--- src/rtl/jtag_reg_ctrl_if.sv ---
// JTAG user-chain pins (ER1/ER2) plus the register-file outputs they control.
// Latency: wires only, no storage.
// Backpressure: none at this level; the controller flags overflow itself.
interface jtag_reg_ctrl_if;
    logic       JTDI;
    logic       JSHIFT;
    logic       JUPDATE;
    logic       JCE1;
    logic       JCE2;
    logic       JRTI1;
    logic       JRTI2;
    logic       JTD1;
    logic       JTD2;
    logic [8:0] LEDS;
    logic [3:0] LEDS_columns;
    logic       busy;

    // TAP / test side drives the chain controls and observes the outputs
    modport master (
        output JTDI, JSHIFT, JUPDATE, JCE1, JCE2, JRTI1, JRTI2,
        input  JTD1, JTD2, LEDS, LEDS_columns, busy
    );

    // controller side
    modport slave (
        input  JTDI, JSHIFT, JUPDATE, JCE1, JCE2, JRTI1, JRTI2,
        output JTD1, JTD2, LEDS, LEDS_columns, busy
    );
endinterface

--- src/rtl/jtag_reg_ctrl.sv ---
// Two JTAG user-chain command queues serialised round-robin onto one register file.
// Latency: request set at edge k, executor in EXEC at k+1, register/rdata updated at k+2.
// Backpressure: one slot per chain; an update while that slot is full is dropped and flags ovf.
module jtag_reg_ctrl #(
    parameter int                DATA_W   = 16,
    parameter int                ADDR_W   = 2,
    parameter logic [DATA_W-1:0] ID_VALUE = 16'hE5C0
) (
    input  logic           JTCK,
    input  logic           JRSTN,
    jtag_reg_ctrl_if.slave bus
);
    localparam int W = 1 + ADDR_W + DATA_W;

    typedef enum logic {S_IDLE = 1'b0, S_EXEC = 1'b1} state_t;

    // per-chain state, index 0 = chain 1 (ER1), index 1 = chain 2 (ER2)
    logic [W-1:0]      r_sr    [2];
    logic [W-1:0]      r_cmd   [2];
    logic [DATA_W-1:0] r_rdata [2];
    logic [1:0]        r_req;
    logic [1:0]        r_sel;
    logic [1:0]        r_ovf;
    logic [1:0]        r_err;

    // shared register file
    logic [8:0]        r_leds;
    logic [3:0]        r_cols;
    logic [DATA_W-1:0] r_scratch;

    // executor
    state_t            r_state;
    state_t            w_state_nxt;
    logic              r_grant;        // chain under execution: 0 = chain 1, 1 = chain 2
    logic              w_grant_nxt;
    logic              r_last_grant;   // chain executed most recently

    logic [1:0]        w_ce;
    logic [1:0]        w_capture;
    logic [1:0]        w_done;
    logic [1:0]        w_accept;
    logic [1:0]        w_drop;
    logic [1:0]        w_err_set;
    logic [W-1:0]      w_cap [2];
    logic              w_exec;
    logic [W-1:0]      w_cmd;
    logic              w_rw;
    logic [ADDR_W-1:0] w_addr;
    logic [DATA_W-1:0] w_wdata;
    logic [DATA_W-1:0] w_rd_val;
    logic              w_acc_err;
    logic              w_unused;

    assign w_ce    = {bus.JCE2, bus.JCE1};
    assign w_exec  = (r_state == S_EXEC);
    assign w_cmd   = r_cmd[r_grant];
    assign w_rw    = w_cmd[0];
    assign w_addr  = w_cmd[ADDR_W:1];
    assign w_wdata = w_cmd[W-1:ADDR_W+1];

    // Run-Test/Idle only supplies clocks; the logic does not look at it
    assign w_unused = &{1'b0, bus.JRTI1, bus.JRTI2};

    // per-chain capture word and queue-slot decisions
    always_comb begin
        for (int n = 0; n < 2; n++) begin
            w_capture[n] = w_ce[n] & ~bus.JSHIFT;
            w_done[n]    = w_exec & (r_grant == 1'(n));
            // the slot frees on the very edge its command executes, so an update there is taken
            w_accept[n]  = bus.JUPDATE & r_sel[n] & (~r_req[n] | w_done[n]);
            w_drop[n]    = bus.JUPDATE & r_sel[n] & r_req[n] & ~w_done[n];
            w_err_set[n] = w_done[n] & w_acc_err;
            w_cap[n]               = '0;
            w_cap[n][0]            = ~r_req[n];
            w_cap[n][1]            = r_ovf[n];
            w_cap[n][2]            = r_err[n];
            w_cap[n][3 +: DATA_W]  = r_rdata[n];
        end
    end

    // register map decode for the command under execution
    always_comb begin
        w_rd_val  = '0;
        w_acc_err = 1'b0;
        case (w_addr)
            ADDR_W'(0): w_rd_val = DATA_W'(r_leds);
            ADDR_W'(1): w_rd_val = DATA_W'(r_cols);
            ADDR_W'(2): w_rd_val = r_scratch;
            ADDR_W'(3): begin
                w_rd_val  = ID_VALUE;
                w_acc_err = w_rw;
            end
            default:    w_acc_err = 1'b1;
        endcase
    end

    // shift registers, chain select, command slots, status flags, read data
    always_ff @(posedge JTCK or negedge JRSTN) begin
        if (!JRSTN) begin
            for (int n = 0; n < 2; n++) begin
                r_sr[n]    <= '0;
                r_cmd[n]   <= '0;
                r_rdata[n] <= '0;
            end
            r_req <= '0;
            r_sel <= '0;
            r_ovf <= '0;
            r_err <= '0;
        end else begin
            for (int n = 0; n < 2; n++) begin
                if (w_ce[n]) begin
                    r_sr[n] <= bus.JSHIFT ? {bus.JTDI, r_sr[n][W-1:1]} : w_cap[n];
                end
                if (bus.JUPDATE) begin
                    r_sel[n] <= 1'b0;
                end else if (w_ce[n]) begin
                    r_sel[n] <= 1'b1;
                end
                if (w_accept[n]) begin
                    r_cmd[n] <= r_sr[n];
                    r_req[n] <= 1'b1;
                end else if (w_done[n]) begin
                    r_req[n] <= 1'b0;
                end
                // a set on the capture edge survives the capture clear
                if (w_drop[n]) begin
                    r_ovf[n] <= 1'b1;
                end else if (w_capture[n]) begin
                    r_ovf[n] <= 1'b0;
                end
                if (w_err_set[n]) begin
                    r_err[n] <= 1'b1;
                end else if (w_capture[n]) begin
                    r_err[n] <= 1'b0;
                end
                if (w_done[n] && !w_rw) begin
                    r_rdata[n] <= w_rd_val;
                end
            end
        end
    end

    // register file writes from the executing command
    always_ff @(posedge JTCK or negedge JRSTN) begin
        if (!JRSTN) begin
            r_leds    <= '0;
            r_cols    <= '0;
            r_scratch <= '0;
        end else if (w_exec && w_rw) begin
            case (w_addr)
                ADDR_W'(0): r_leds    <= w_wdata[8:0];
                ADDR_W'(1): r_cols    <= w_wdata[3:0];
                ADDR_W'(2): r_scratch <= w_wdata;
                default:    ;
            endcase
        end
    end

    // executor state register; last_grant resets to chain 2 so chain 1 wins the first tie
    always_ff @(posedge JTCK or negedge JRSTN) begin
        if (!JRSTN) begin
            r_state      <= S_IDLE;
            r_grant      <= 1'b0;
            r_last_grant <= 1'b1;
        end else begin
            r_state <= w_state_nxt;
            r_grant <= w_grant_nxt;
            if (w_exec) begin
                r_last_grant <= r_grant;
            end
        end
    end

    // executor next state: grant one pending chain, alternating on a tie
    always_comb begin
        w_state_nxt = r_state;
        w_grant_nxt = r_grant;
        case (r_state)
            S_IDLE: begin
                if (|r_req) begin
                    w_state_nxt = S_EXEC;
                    w_grant_nxt = (&r_req) ? ~r_last_grant : r_req[1];
                end
            end
            S_EXEC: w_state_nxt = S_IDLE;
        endcase
    end

    assign bus.JTD1         = r_sr[0][0];
    assign bus.JTD2         = r_sr[1][0];
    assign bus.LEDS         = r_leds;
    assign bus.LEDS_columns = r_cols;
    assign bus.busy         = (|r_req) | (r_state != S_IDLE);
endmodule

--- src/flat_wrapper.sv ---
// flat-port wrapper written by rule: the top's interface ports become plain ports
module jtag_reg_ctrl_flat 
#(
    parameter int                DATA_W   = 16,
    parameter int                ADDR_W   = 2,
    parameter logic [DATA_W-1:0] ID_VALUE = 16'hE5C0
)
  (JTCK, JRSTN, bus_JTDI, bus_JSHIFT, bus_JUPDATE, bus_JCE1, bus_JCE2, bus_JRTI1, bus_JRTI2, bus_JTD1, bus_JTD2, bus_LEDS, bus_LEDS_columns, bus_busy);
  jtag_reg_ctrl_if bus_i ();
  input  logic JTCK;
  input  logic JRSTN;
  input wire logic [$bits(bus_i.JTDI)-1:0] bus_JTDI;
  input wire logic [$bits(bus_i.JSHIFT)-1:0] bus_JSHIFT;
  input wire logic [$bits(bus_i.JUPDATE)-1:0] bus_JUPDATE;
  input wire logic [$bits(bus_i.JCE1)-1:0] bus_JCE1;
  input wire logic [$bits(bus_i.JCE2)-1:0] bus_JCE2;
  input wire logic [$bits(bus_i.JRTI1)-1:0] bus_JRTI1;
  input wire logic [$bits(bus_i.JRTI2)-1:0] bus_JRTI2;
  output wire logic [$bits(bus_i.JTD1)-1:0] bus_JTD1;
  output wire logic [$bits(bus_i.JTD2)-1:0] bus_JTD2;
  output wire logic [$bits(bus_i.LEDS)-1:0] bus_LEDS;
  output wire logic [$bits(bus_i.LEDS_columns)-1:0] bus_LEDS_columns;
  output wire logic [$bits(bus_i.busy)-1:0] bus_busy;
  assign bus_i.JTDI = bus_JTDI;
  assign bus_i.JSHIFT = bus_JSHIFT;
  assign bus_i.JUPDATE = bus_JUPDATE;
  assign bus_i.JCE1 = bus_JCE1;
  assign bus_i.JCE2 = bus_JCE2;
  assign bus_i.JRTI1 = bus_JRTI1;
  assign bus_i.JRTI2 = bus_JRTI2;
  assign bus_JTD1 = bus_i.JTD1;
  assign bus_JTD2 = bus_i.JTD2;
  assign bus_LEDS = bus_i.LEDS;
  assign bus_LEDS_columns = bus_i.LEDS_columns;
  assign bus_busy = bus_i.busy;
  jtag_reg_ctrl #(.DATA_W(DATA_W), .ADDR_W(ADDR_W), .ID_VALUE(ID_VALUE)) u_core (.JTCK(JTCK), .JRSTN(JRSTN), .bus(bus_i));
endmodule
--- config.mk ---
export PLATFORM = sky130hd
export DESIGN_NAME = jtag_reg_ctrl_flat
export DESIGN_NICKNAME = d
export VERILOG_FILES = /design/src/rtl/jtag_reg_ctrl_if.sv /design/src/rtl/jtag_reg_ctrl.sv /design/src/flat_wrapper.sv
export SDC_FILE = /design/constraint.sdc
export NUM_CORES = 1
export LEC_CHECK = 0
export ABC_AREA = 1
export BUFFER_PORTS_ARGS = -buffer_cell sky130_fd_sc_hd__buf_4
export CORE_AREA = 5 5 112 114
export CTS_CLUSTER_SIZE = 16
export DETAILED_ROUTE_END_ITERATION = 10
export DIE_AREA = 0 0 117 119
export HOLD_SLACK_MARGIN = 0.12
export PLACE_DENSITY = 0.75
export SYNTH_ARGS = -nofsm -noshare
export SYNTH_HDL_FRONTEND = slang
export SYNTH_SLANG_ARGS = --single-unit
--- constraint.sdc ---
create_clock -name JTCK -period 2.6 [get_ports JTCK]
set_clock_uncertainty 0.1 [all_clocks]
set_input_delay 0.26 -clock JTCK [delete_from_list [all_inputs] [get_ports JTCK]]
set_output_delay 0.26 -clock JTCK [all_outputs]
set_load 0.02 [all_outputs]
==> impl_metrics.py <==
metrics = {
    "global_routing": {
        "antenna_found_initial": 0,
        "overflow": 0,
        "grt_pass1_wl_um": 24900,
        "grt_usage_pct": 23.0,
        "grt_pass1_vias": 4809,
        "grt_max_degree": 75,
    },
    "detailed_routing": {
        "routedWlPerCell_um": 16.2,
        "drt_iter0_drc": 408,
        "vias": 5052,
        "drt_wl_total_um": 14800,
        "drt_first_pass_iters": 5,
        "viasPerCell": 5.56,
        "drc": 0,
        "drtAntennaViolNets": 0,
    },
    "sta": {
        "finalSetupViolations": 0,
        "hold_slack_ns": 0.154,
        "hold_viol_final": 0,
        "fin_crit_sh_pct": 78.1,
        "timing.final.crit_period_ns": 2.03,
        "worstMarginPinSlew_ns": 0.690,
        "slew_viol_final": 0,
        "slew_headroom_pct": 53.9,
        "rsz0062_at_grt": "no",
        "fmax_ghz": 0.492,
        "fin_setup_tns_ns": 0,
    },
    "worst_setup_path": {
        "cp_data_arrival_time_ns": 2.28,
        "crit_type": "flop to flop",
        "cp.required_ns": 2.84,
        "crit_fanout": 15,
        "critPathCaptureType": "flop",
        "start_kind": "flop",
    },
    "logic_synthesis": {
        "syn_area_per_cell_um2": 8.80,
        "ys_top_cells_by_count": "nand2_1, dfrtp_1, o21ai_0, inv_1, a21oi_1",
        "yosys_warnings": 0,
        "netlist_instances": 740,
        "synth_top_area_share_pct": 56.5,
        "synthesis.area_um2": 6510,
        "synth_enable_flop_cells": 0,
        "ys_seq_area_share_pct": 56.9,
        "synth_flop_cell": "dfrtp_1",
        "synth_area_leaders": "dfrtp_1, nand2_1, o21ai_0",
        "syn_nets": 749,
        "synth.distinct_cells": 25,
        "synth.most_common_cell": "nand2_1",
        "synth.ff_latch_count": 148,
        "async_flop_share_pct": 100,
        "post-synth-top-area-cell": "dfrtp_1",
    },
    "die": {
        "die_h_um": 119,
        "initial_core_util_pct": 57.5,
        "coreArea_um2": 11300,
        "die_w_um": 117,
        "dieArea_um2": 13900,
        "pin_count": 25,
        "rows": 39,
    },
    "power_and_ir_drop": {
        "p_int_mw": 5.48,
        "powerDensity_nw_per_um2": 1210,
        "clkPwrFrac_pct": 28.0,
        "switchingPower_mw": 3.33,
        "power.leakage_nw": 3.63,
        "switching_share_pct": 37.8,
        "peakVddDrop_mv": 0.666,
        "combPwrFrac_pct": 31.2,
        "p_seq_share_pct": 40.7,
    },
    "hold_path": {
        "hp-class": "primary input to flop",
    },
    "run": {
        "maxCapViolCount": 0,
    },
    "placement": {
        "routabilityCongestion": 0.891,
        "io_buffer_count": 22,
        "placedInstanceArea_um2": 6670,
        "dp.cells": 872,
        "dpl.hpwl_um": 9610,
    },
    "clock_tree": {
        "clock-sinks": 148,
        "cts_resized": 0,
        "cts_tree": "yes",
        "h-tree-depth": 4,
        "clk_latency_ns": 0.43,
        "cts_buffer_depth": 2,
        "cts_inserted_buffers": 17,
        "clkTransAtPathRegs_ns": 0.06,
        "cts_root_buf": "clkbuf_16",
    },
    "final_layout": {
        "stdcell_count": 908,
        "antenna_cells": 0,
        "nNetsFinal": 762,
        "final_area_um2": 7310,
        "areaGrowthSynthToFinish_pct": 12.2,
        "drive_above_1_share_pct": 12.8,
    },
    "status": {
        "status": "completed",
    },
}
-- power by group through the flow --
stage,registers [mW],logic (mW),clock network [mW]
after floorplan,3.54,2.03,0
after CTS,3.57,2.76,2.48
after global placement,3.56,2.65,0
after global routing,3.67,3.10,2.58
after detailed placement,3.59,2.72,0
final,3.59,2.75,2.47
-- layout by cell type (no fill, tap or decap), drive strengths merged, types with 8 or more instances in the layout --
cell type  netlist  routed
clkinv           0       8
clkbuf          17      20
a21oi           37      37
o21ai          165     165
dfrtp          147     147
nand2          238     238
nand3           26      26
buf             25      31
nor2            12      12
inv             66      66
-- layout make-up --
type / count / area (um^2)
inverters: 66 / 248
clock inverters: 11 / 134
flip-flops and latches: 148 / 3700
clock buffers: 20 / 457
well taps: 143 / 179
multi-input cells: 484 / 2290
repair buffers: 36 / 299
fillers: 918 / 4010
-- worst max-delay path, stage by stage, from the launching register on --
cell and delay (ns):
dfrtp_1 0.40, inv_2 0.18, nand2_1 0.07, nand2_1 0.37, nand2_4 0.23, inv_1 0.26, nand2_1 0.16, o21ai_1 0.16
-- path summary, 6_finish.rpt --
check                                               from  cells past startpoint                        endpoint  slack [ns]
hold reg to reg            u_core.r_rdata[2]$_DFFE_PN0P_                      2   u_core.r_rdata[2]$_DFFE_PN0P_        0.37
hold / removal                                  bus_JTDI                      3     u_core.r_sr[37]$_DFFE_PN0P_        0.15
setup reg to reg              u_core.r_grant$_DFFE_PN0P_                      7  u_core.r_rdata[12]$_DFFE_PN0P_        0.57
setup / recovery              u_core.r_grant$_DFFE_PN0P_                      7  u_core.r_rdata[12]$_DFFE_PN0P_        0.57
min in group asynchronous                          JRSTN                      2     u_core.r_req[1]$_DFFE_PN0P_        0.28
max in group asynchronous                          JRSTN                      3      u_core.r_sr[7]$_DFFE_PN0P_        1.39
-- timing repair --
item / 4_1_cts / 5_1_grt
buffers inserted: 0 / 0
endpoints found under the hold margin: 96 / 0
hold buffers: 5 / 0
setup endpoints to repair: 0 / 0
-- logic make-up (layout without fill, tap and decap cells) --
family,count (synthesis),in the layout,share of synthesized area (%)
AND/OR/NAND/NOR,277,277,18.1
AO/OA/AOI/OAI,206,206,16.8
flip-flops,148,148,56.9
buffers and inverters,108,133,7.99
multiplexers,1,1,0.154
-- state kept, by name, summed over array words and instances (netlist names) --
name and flops:
u_core.r_scratch 16, u_core.r_err 2, u_core.bus.JTD1 1, u_core.r_grant 1
u_core.bus.JTD2 1, u_core.bus.LEDS_columns 4, u_core.r_req 2, u_core.r_cmd 38
u_core.r_state 1, u_core.r_last_grant 1, u_core.r_sel 2, u_core.r_rdata 32
u_core.bus.LEDS 9, u_core.r_ovf 2, u_core.r_sr 36
-- per-layer routing --
layer	wire length, um	GRT usage (%)	up-vias
li1	-	-	2419
met1	7090	35.3	2448
met2	6600	32.5	169
met3	924	6.24	16
met4	145	6.09	0
met5	0	0	-
-- per-stage QoR --
step | setup WS (ns) | utilization, % | total power, mW
CTS | 0.566 | 64.5 | 8.81
floorplan | 1.17 | - | 5.57
global route | 0.392 | 64.5 | 9.35
global placement | 0.610 | 58.9 | 6.21
finish | 0.569 | 64.5 | 8.81
detailed placement | 0.603 | 58.9 | 6.31
Note: power is estimated with default switching activity, not from simulation.
